## config.mk

```make
export PLATFORM = sky130hd
export DESIGN_NAME = vt52_vram_sched
export DESIGN_NICKNAME = d
export VERILOG_FILES = /design/src/rtl/vt52_vram_sched.sv
export SDC_FILE = /design/constraint.sdc
export NUM_CORES = 1
export LEC_CHECK = 0
export CAP_MARGIN = 20
export CORE_ASPECT_RATIO = 1.1
export CORE_MARGIN = 2
export CORE_UTILIZATION = 23
export CTS_CLUSTER_SIZE = 20
export DETAILED_ROUTE_END_ITERATION = 8
export GPL_ROUTABILITY_DRIVEN = 0
export PLACE_DENSITY = 0.42
export SLEW_MARGIN = 20
export SYNTH_ARGS = -nofsm -noshare
export SYNTH_HDL_FRONTEND = slang
export SYNTH_SLANG_ARGS = --single-unit
```

## constraint.sdc

```tcl
create_clock -name clk -period 3.22 [get_ports clk]
set_clock_uncertainty 0.15 [all_clocks]
set_input_delay 0.644 -clock clk [delete_from_list [all_inputs] [get_ports clk]]
set_output_delay 0.644 -clock clk [all_outputs]
set_load 0.03 [all_outputs]
```

## src/rtl/vt52_vram_sched.sv

```systemverilog
// Single-port character RAM scheduler: video fetch > queued command writes > fill engine.
// Fills drain earlier writes first and lock out new writes until the fill completes.
module vt52_vram_sched #(
   parameter int COLS       = 80,
   parameter int ROWS       = 24,
   parameter int ADDR_W     = 11,
   parameter int FIFO_DEPTH = 4
) (
   input  logic              clk,
   input  logic              reset,
   input  logic              vid_req,
   input  logic [ADDR_W-1:0] vid_addr,
   output logic              vid_valid,
   output logic [7:0]        vid_data,
   input  logic              wr_valid,
   output logic              wr_ready,
   input  logic [ADDR_W-1:0] wr_addr,
   input  logic [7:0]        wr_data,
   input  logic              fill_start,
   input  logic [ADDR_W-1:0] fill_from,
   input  logic [ADDR_W-1:0] fill_to,
   input  logic [7:0]        fill_char,
   output logic              fill_busy,
   output logic              fill_done,
   output logic              fill_err,
   output logic [ADDR_W-1:0] ram_addr,
   output logic              ram_we,
   output logic [7:0]        ram_wdata,
   input  logic [7:0]        ram_rdata
);
   localparam int PW      = $clog2(FIFO_DEPTH);
   localparam int CW      = PW + 1;
   localparam int VID_LAT = 2;
   localparam logic [ADDR_W:0] CELLS = (ADDR_W+1)'(COLS*ROWS);

   typedef enum logic [1:0] {IDLE, DRAIN, RUN, DONE} fstate_t;
   typedef struct packed {
      logic [ADDR_W-1:0] addr;
      logic [7:0]        data;
   } wr_ent_t;

   wr_ent_t           fifo_mem [FIFO_DEPTH];
   logic [PW-1:0]     wptr, rptr;
   logic [CW-1:0]     count;
   fstate_t           state;
   logic [ADDR_W-1:0] fcnt, fto, addr_q;
   logic [7:0]        fchar;
   logic [VID_LAT-1:0] vld_pipe;
   logic              full, push, grant_vid, grant_wr, grant_fill, legal;

   assign full       = (count == CW'(FIFO_DEPTH));
   assign fill_busy  = (state == DRAIN) || (state == RUN);
   assign wr_ready   = !reset && !full && !fill_busy;
   assign push       = wr_valid && wr_ready;
   assign grant_vid  = !reset && vid_req;
   assign grant_wr   = !reset && !vid_req && (count != '0);
   assign grant_fill = !reset && !vid_req && (count == '0) && (state == RUN);
   assign legal      = (fill_from <= fill_to) && ({1'b0, fill_to} < CELLS);

   always_comb begin
      ram_addr  = addr_q;
      ram_we    = 1'b0;
      ram_wdata = 8'h00;
      if (grant_vid) begin
         ram_addr = vid_addr;
      end else if (grant_wr) begin
         ram_addr  = fifo_mem[rptr].addr;
         ram_wdata = fifo_mem[rptr].data;
         ram_we    = 1'b1;
      end else if (grant_fill) begin
         ram_addr  = fcnt;
         ram_wdata = fchar;
         ram_we    = 1'b1;
      end
   end

   // Idle cycles keep the last address on the bus to avoid needless RAM toggling.
   always_ff @(posedge clk) begin
      if (reset) addr_q <= '0;
      else       addr_q <= ram_addr;
   end

   always_ff @(posedge clk) begin
      if (push) fifo_mem[wptr] <= '{addr: wr_addr, data: wr_data};
   end

   always_ff @(posedge clk) begin
      if (reset) begin
         wptr  <= '0;
         rptr  <= '0;
         count <= '0;
      end else begin
         if (push)     wptr <= wptr + PW'(1);
         if (grant_wr) rptr <= rptr + PW'(1);
         count <= count + CW'(push) - CW'(grant_wr);
      end
   end

   // Fixed two-cycle video latency: address at N, RAM data at N+1, registered at N+2.
   always_ff @(posedge clk) begin
      if (reset) begin
         vld_pipe <= '0;
         vid_data <= 8'h00;
      end else begin
         vld_pipe <= {vld_pipe[VID_LAT-2:0], grant_vid};
         if (vld_pipe[0]) vid_data <= ram_rdata;
      end
   end
   assign vid_valid = vld_pipe[VID_LAT-1];

   always_ff @(posedge clk) begin
      if (reset) begin
         state     <= IDLE;
         fcnt      <= '0;
         fto       <= '0;
         fchar     <= 8'h00;
         fill_done <= 1'b0;
         fill_err  <= 1'b0;
      end else begin
         fill_done <= 1'b0;
         case (state)
            IDLE: if (fill_start) begin
               if (legal) begin
                  fcnt  <= fill_from;
                  fto   <= fill_to;
                  fchar <= fill_char;
                  state <= DRAIN;
               end else begin
                  fill_err  <= 1'b1;
                  fill_done <= 1'b1;
               end
            end
            DRAIN: if (count == '0) state <= RUN;
            RUN: if (grant_fill) begin
               if (fcnt == fto) begin
                  state     <= DONE;
                  fill_done <= 1'b1;
               end else begin
                  fcnt <= fcnt + ADDR_W'(1);
               end
            end
            DONE:    state <= IDLE;
            default: state <= IDLE;
         endcase
      end
   end
endmodule

```

==> impl_metrics.ini, run 1 <==
[run_status]
outcome = finished, final reports clean

[clocking]
max-clock-path-buffers = 2
clkTransAtPathRegs_ps = 60
htree_levels = 4
cts.sinks = 140
cts_root_buffer = clkbuf_16
cts_buffers = 17
cts_tree = done
clk_latency_ps = 410
cts_setup_buffers = 0

[logic_synthesis]
yosys_warnings = 0
netlist_instances = 534
synth_area_um2 = 6430
seq_area_frac_synth = 0.554
synth.distinct_cells = 54
avgSynthCellArea_um2 = 12.0
synth_edf_count = 76
ys.flop_type = edfxtp_1
yosys_register_bits = 140
syn-num-nets = 629
synthArstFlopShare = 0

[pwr]
power_uw = 6190
ir_drop_v = 0.000323
p_per_area_nw_per_um2 = 693
p_leak_uw = 0.00345

[timing]
fmax_mhz = 325
min_period_over_period = 0.956
final-max-slew-violation-count = 0
rsz0062_at_grt = false
fin_crit_ps = 3080
max-slew-margin-rel = 0.653
tightestPinTransition_ps = 520
setup_viol = 0
finalHoldViolations = 0

[detailed_routing]
drc = 0
vias_per_cell = 4.27
wl_per_cell_um = 15.7
wl_mm = 16.7
drt_iter0_drc = 217
firstDrtPassIters = 4
drtAntennaViolNets = 0
vias = 4529

[floorplanning]
start_util = 0.233
std_cell_rows = 64
die_w_um = 163
die_area_um2 = 29300
core_area_um2 = 27600
io_pins = 106
die_y_um = 179

[finish]
areaGrowthSynthToFinish_pct = 38.9
final_common_cell = clkdlybuf4s50_1
final_util = 0.323
layout.cells.non_filler = 1060
final_cell_mix = 83 x clkdlybuf4s50_1, 76 x edfxtp_1, 64 x dfxtp_1
n_antenna_cell = 0
fill_cells = 2807
drive_gt1_frac = 0.209
nNetsFinal = 779

[critical_path]
crit_fanout = 10
r2r_setup_slack_ps = 250
critical_path_required_ps = 2430
critical_path_class = reg -> out
arrival_ps = 2280
setup.worst_path.end_class = primary output
reg2regPathDepth = 12
cp-start-kind = flip-flop

[grt]
grt_pass1_wl_mm = 26.2
antenna_found_initial = 0
grt_overflow = 0
grt_usage = 0.118
grt_max_degree = 39
grt_pass1_vias = 4847

[place]
place_inst = 1028
port_buffers = 105
dp_hpwl_mm = 12.4

[min_path]
min_path_cells = 2
hp-class = reg -> reg

[run]
max_cap_violations = 0
[kinds of logic after synthesis]
family / count (synthesis) / share of synthesized area
multiplexers: 53 / 0.120
buffers and inverters: 55 / 0.0440
XOR/XNOR: 16 / 0.0218
adder cells (fa/ha/maj): 22 / 0.0440
AO/OA/AOI/OAI: 69 / 0.0785
AND/OR/NAND/NOR: 179 / 0.138
flip-flops: 140 / 0.554
[cells in the mapped netlist, drive strengths merged, types with 6 or more instances]
cell | count | area share
nand3 | 15 | 0.012
a311oi | 11 | 0.015
nand2b | 6 | 0.0058
and3 | 8 | 0.0078
a31oi | 6 | 0.0058
or3 | 6 | 0.0058
nor2 | 56 | 0.034
xnor2 | 15 | 0.020
ha | 21 | 0.041
clkbuf | 15 | 0.0090
nand2 | 49 | 0.030
mux4 | 19 | 0.067
mux2i | 33 | 0.051
nor2b | 21 | 0.020
inv | 26 | 0.015
a21o | 12 | 0.014
edfxtp | 76 | 0.36
dfxtp | 64 | 0.20
o31ai | 7 | 0.0082
buf | 13 | 0.018
a21oi | 14 | 0.011
[critical path, cell delays in order, from the launching register on]
cell      delay, ps
dfxtp_1         360
or3_1           460
nand2_4         140
buf_4           190
nor2_1           70
a311oi_1        340
a21o_1          190
buf_12          130
[worst paths after layout]
check            from           to
max          count[1]  ram_addr[4]
min          fill_err     fill_err
max reg2reg  state[0]     count[2]
min reg2reg  fill_err     fill_err
[per-stage QoR]
step | cell area (um^2) | setup WS, ps | hold WS [ps] | setup TNS [ps]
after floorplan | 6430 | 3.60 | 313 | 0
after global placement | 8310 | -159 | 305 | -2760
after detailed placement | 8310 | -191 | 308 | -3170
after CTS | 8890 | 80.1 | 318 | 0
after global routing | 8920 | 9.19 | 345 | 0
final | 8920 | 142 | 311 | 0
[state kept, by name (all words and copies together) (netlist names), named ones only]
register / cells
wptr: 2
fifo_mem: 76
fto: 11
addr_q: 11
fill_done: 1
state: 2
vid_data: 8
vld_pipe: 2
rptr: 2
fcnt: 11
count: 3
fchar: 8
fill_err: 1
[per-layer routing]
metal	vias up	share of wire	track usage	wire, um
met2	102	0.51	0.207	8450
met5	-	0	0	0
met1	2180	0.44	0.146	7390
met3	15	0.039	0.0271	658
li1	2232	-	-	-
met4	0	0.012	0.0343	193
[power by group]
part	switching, uW	internal (uW)	leakage [uW]
Clock	853	1040	0.000284
Combinational	1010	992	0.00195
Sequential	184	2110	0.00121
[timing repair]
action / 4_1_cts / 5_1_grt
setup endpoints to repair: 7 / 9
pin swaps: 1 / 1
resized for setup: 4 / 8
hold buffers: 0 / 0
[area by class of cell]
| cell class | instances | area, um^2 | area share |
|---|---|---|---|
| multi-input combinational | 339 | 2640 | 0.296 |
| timing repair buffer | 160 | 1600 | 0.179 |
| clock inverter | 14 | 140 | 0.0157 |
| sequential | 140 | 3560 | 0.399 |
| tap | 363 | 454 | 0.0509 |
| clock buffer | 18 | 429 | 0.0481 |
| inverter | 26 | 97.6 | 0.0109 |
No activity file was read; power rests on OpenSTA's default activity.
==> run 2: changes to the inputs <==
CTS_BUF_LIST = sky130_fd_sc_hd__clkbuf_16   (was unset)
==> run 2 against run 1 <==
Net effect:
- via count stayed put
- cell count unchanged
- final area stayed put
- clock-buffer cell count down 1
- power is essentially flat
- clock power is essentially flat
- die area is the same
- non-clock buffer count stayed put
- first-iteration DRC count is 1.4% higher
- utilization unchanged
- global-route usage is the same
- combinational power hardly changed
- critical endpoint unchanged
==> impl_metrics.ini, run 2 (synthesis gave the netlist of run 1 again) <==
[grt]
grt_overflow = 0
antenna_found_initial = 0
grt_usage = 0.118
grt_pass1_vias = 4847
grt_pass1_wl_mm = 26.2
grt_max_degree = 39

[timing]
rsz0062_at_grt = false
fmax_mhz = 325
min_period_over_period = 0.955
finalHoldViolations = 0
setup_viol = 0
fin_setup_tns_ps = 0
final-max-slew-violation-count = 0
fin_crit_ps = 3070
tightestPinTransition_ps = 520
max-slew-margin-rel = 0.653

[clocking]
max-clock-path-buffers = 2
clk_latency_ps = 410
cts_tree = done
cts_root_buffer = clkbuf_16
clkTransAtPathRegs_ps = 60
cts.sinks = 140
cts_setup_buffers = 0
cts_buffers = 17
htree_levels = 4

[finish]
areaGrowthSynthToFinish_pct = 38.9
regArea_um2 = 3560
final_common_cell = clkdlybuf4s50_1
final_cell_mix = 83 x clkdlybuf4s50_1, 76 x edfxtp_1, 64 x dfxtp_1
nNetsFinal = 779
drive_gt1_frac = 0.209
multi_input_area_um2 = 2640
final_util = 0.323
largest_reg_flops = 76
n_antenna_cell = 0
fill_cells = 2807
largest_register = fifo_mem

[min_path]
hp-class = reg -> reg
min_path_cells = 2
hold_path_end = fill_err
min-delay-start = fill_err

[critical_path]
reg2regPathDepth = 12
r2r_setup_slack_ps = 250
cp-start-kind = flip-flop
crit_chain = or3_1, nand2_4, buf_4, nor2_1, a311oi_1, a21o_1, buf_12
crit_fanout = 10
r2r-end = count[2]
critical_path_required_ps = 2430
arrival_ps = 2280
slowest_delay_ps = 460
setup.worst_path.end_class = primary output
reg2reg_from = state[0]
critical_path_class = reg -> out
cpMaxStageDelayCell = or3_1

[detailed_routing]
firstDrtPassIters = 4
vias = 4529
wl_mm = 16.7
wl_per_cell_um = 15.8
drtAntennaViolNets = 0
drc = 0
vias_per_cell = 4.27
drt_iter0_drc = 220

[floorplanning]
core_area_um2 = 27600
die_w_um = 163
start_util = 0.233
io_pins = 106
std_cell_rows = 64
die_y_um = 179
die_area_um2 = 29300

[place]
dp_hpwl_mm = 12.4
port_buffers = 105

[pwr]
p_leak_uw = 0.00345
ir_drop_v = 0.000323
p_per_area_nw_per_um2 = 693

[run]
max_cap_violations = 0

[run_status]
outcome = finished, final reports clean
## run 2: cell count changes in the layout (fill, tap and decap cells not counted)
cell | before | now
clkbuf_1 | 1 | 0
inv_1 | 26 | 27
## run 2: per-stage QoR
| stage | cells | hold slack [ps] | instance area [um^2] | power, uW | setup slack (ps) |
|---|---|---|---|---|---|
| after CTS | 1060 | 318 | 8890 | 6260 | 80.1 |
| after floorplan | 534 | 313 | 6430 | 3510 | 3.60 |
| after detailed placement | 1028 | 308 | 8310 | 4330 | -191 |
| final | 1060 | 311 | 8920 | 6190 | 145 |
| after global placement | 1028 | 305 | 8310 | 4300 | -159 |
| after global routing | 1060 | 345 | 8920 | 6540 | 9.19 |
## run 2: cell type report
type,count,area share
multi-input combinational,339,0.296
clock buffer,17,0.0477
inverter,26,0.0109
timing repair buffer,160,0.179
sequential,140,0.399
clock inverter,15,0.0161
tap,363,0.0509
## run 2: layer usage
layer	track usage	vias to the layer above	wire (um)
met4	0.0343	0	193
met2	0.207	96	8460
met3	0.0271	15	635
met5	0	-	0
met1	0.146	2186	7420
li1	-	2232	-
## run 2: worst max path at each step
| stage | startpoint | endpoint | cells past startpoint |
|---|---|---|---|
| 6_report | count[1] | ram_addr[4] | 7 |
| 5_1_grt | count[1] | ram_addr[4] | 7 |
| 4_1_cts | state[0] | ram_addr[5] | 9 |
| 3_5_place_dp | fill_to[2] | fcnt[2] | 10 |
| 3_3_place_gp | vid_req | ram_addr[5] | 9 |
| 2_1_floorplan | state[0] | count[2] | 12 |
## run 2: power breakdown
group / internal [uW] / leakage, uW / switching, uW / total, uW
Sequential: 2110 / 0.00121 / 184 / 2300
Combinational: 992 / 0.00195 / 1010 / 2000
Clock: 1030 / 0.000288 / 854 / 1890
## run 2: worst max-delay path: cells and delay by family, from the launching register on
kind / cells / cell delay, ps
AO/OA/AOI/OAI: 2 / 530
buffers and inverters: 2 / 320
AND/OR/NAND/NOR: 3 / 660
flip-flops: 1 / 360
## run 2: timing repair
action	4_1_cts	5_1_grt
pin swaps	1	1
gates resized for setup	4	8
endpoints found under the setup margin	7	9
hold buffers	0	0
cloned	0	0
==> run 3: changes to the inputs <==
CORE_MARGIN = unset   (was 2)
GPL_TIMING_DRIVEN = 0   (was unset)
TNS_END_PERCENT = 10   (was unset)
==> run 3 against run 2 <==
Net effect:
- non-clock buffer count decreased by 24
- clock-buffer cell count unchanged
- power increased by 0.25%
- setup slack got worse by 89 ps
==> impl_metrics.ini, run 3 (synthesis gave the netlist of run 1 again) <==
[critical_path]
setup.worst_path.end_class = primary output
critical_path_required_ps = 2430
cpMaxStageDelayCell = dfxtp_1
crit_family = simple AND/OR/NAND/NOR gates
arrival_ps = 2370
cp-start-kind = flip-flop
crit_fanout = 10
slowest_delay_ps = 380
critical_path_class = reg -> out
timing.critical_path.buf_inv = 2
crit_chain = nor3_4, and3_1, clkbuf_4, nand2_1, a311oi_2, a21o_1, buf_4

[detailed_routing]
wl_met2_mm = 8.97
wl_mm = 17.8
routed.top_layer = met4
drc = 0
vias = 4490
route.met3.wl_um = 561
drt_iter0_drc = 278
wl_per_cell_um = 17.3
drtAntennaViolNets = 0
wl_met1_mm = 7.78
firstDrtPassIters = 4
vias_per_cell = 4.36

[finish]
final_common_cell = clkdlybuf4s50_1
largest_reg_flops = 76
largest_register = fifo_mem
final_cell_mix = 84 x clkdlybuf4s50_1, 76 x edfxtp_1, 63 x dfxtp_1
n_antenna_cell = 0
areaGrowthSynthToFinish_pct = 34.7
drive_gt1_frac = 0.168
final_cell_area_um2 = 8660
nNetsFinal = 755

[pwr]
p_per_area_nw_per_um2 = 716
swShare = 0.339
power_frac_comb = 0.308
ir_drop_v = 0.000295
clkPwrFrac = 0.320
p_int_uw = 4100
p_leak_uw = 0.00328
p_seq_frac = 0.373
switching_power_uw = 2100

[timing]
final-max-slew-violation-count = 0
finalHoldViolations = 0
tightestPinTransition_ps = 732
fmax_mhz = 316
max-slew-margin-rel = 0.512
min_period_over_period = 0.983
rsz0062_at_grt = true
setup_viol = 0
hold_ws_ps = 299
fin_crit_ps = 3160

[clocking]
htree_levels = 4
cts.sinks = 140
cts_tree = done
clk_latency_ps = 420
cts_root_buffer = clkbuf_16
cts_buffers = 17
max-clock-path-buffers = 2
clkTransAtPathRegs_ps = 70

[min_path]
hp-class = reg -> reg

[run_status]
outcome = finished, final reports clean

[floorplanning]
die_area_um2 = 28600
start_util = 0.236
io_pins = 106
die_w_um = 161
std_cell_rows = 63
core_area_um2 = 27200
die_y_um = 177

[place]
dp_hpwl_mm = 13.1
dpl_cell_area_um2 = 7930
port_buffers = 105

[grt]
antenna_found_initial = 0
grt_overflow = 0
grt_max_degree = 20
grt_pass1_vias = 4870
grt_pass1_wl_mm = 27.5
grt_usage = 0.129

[run]
max_cap_violations = 0
==> run 3: changes by cell type in the layout (fill, tap and decap cells not counted), sizes merged <==
cell | previous run | this run
buf | 76 | 26
clkbuf | 17 | 31
dlygate4sd2 | 1 | 8
inv | 39 | 36
clkdlybuf4s15 | 0 | 2
bufinv | 0 | 1
clkdlybuf4s18 | 0 | 1
clkdlybuf4s50 | 83 | 84
clkinv | 2 | 3
clkinvlp | 0 | 1
dlymetal6s4s | 0 | 1
==> run 3: cell type report <==
cell class | instances | area (um^2)
plain buffers | 28 | 226
clock inverters | 15 | 171
repair buffers | 108 | 1040
inverters | 26 | 101
well taps | 357 | 447
multi-input cells | 339 | 2690
flip-flops and latches | 140 | 3560
clock buffers | 17 | 425
fillers | 2758 | 18500
==> run 3: final timing paths <==
path / slack (ps) / cells past startpoint / to / start
worst max-delay path: 60 / 7 / ram_addr[5] / count[1]
worst min-delay path: 300 / 2 / fill_err / fill_err
worst max register to register: 220 / 12 / count[2] / state[1]
worst min register to register: 300 / 2 / fill_err / fill_err
==> run 3: what timing repair did <==
action,in CTS,in global routing
gates resized for setup,90,21
pin swaps,2,1
setup buffers,3,0
hold buffers,0,0
endpoints found under the setup margin,21,32
cloned,0,0
==> run 3: worst min-delay path, stage by stage (launching register included) <==
cell     delay [ps]
dfxtp_1         310
inv_1            50
a21oi_1          50
==> run 3: per-stage QoR <==
step | cells | setup slack, ps | util | setup TNS (ps) | power, uW
after floorplan | 534 | 3.60 | - | 0 | 3510
after global placement | 996 | -1270 | 0.292 | -23780 | 4150
after detailed placement | 996 | -1260 | 0.292 | -24620 | 4190
after CTS | 1030 | -68.9 | 0.316 | -148 | 6220
after global routing | 1030 | -50.7 | 0.318 | -192 | 6520
final | 1030 | 55.7 | 0.318 | 0 | 6200
==> run 3: power groups by stage <==
stage / clock network (uW) / logic (uW) / registers, uW
after floorplan: 0 / 1230 / 2290
after global placement: 0 / 1820 / 2330
after CTS: 2040 / 1880 / 2300
final: 1980 / 1910 / 2310
after detailed placement: 0 / 1850 / 2340
after global routing: 2100 / 2080 / 2340
==> run 3: layer usage <==
metal | vias up | track usage
li1 | 2188 | -
met1 | 2180 | 0.154
met2 | 96 | 0.227
met3 | 26 | 0.0180
met4 | 0 | 0.0613
met5 | - | 0
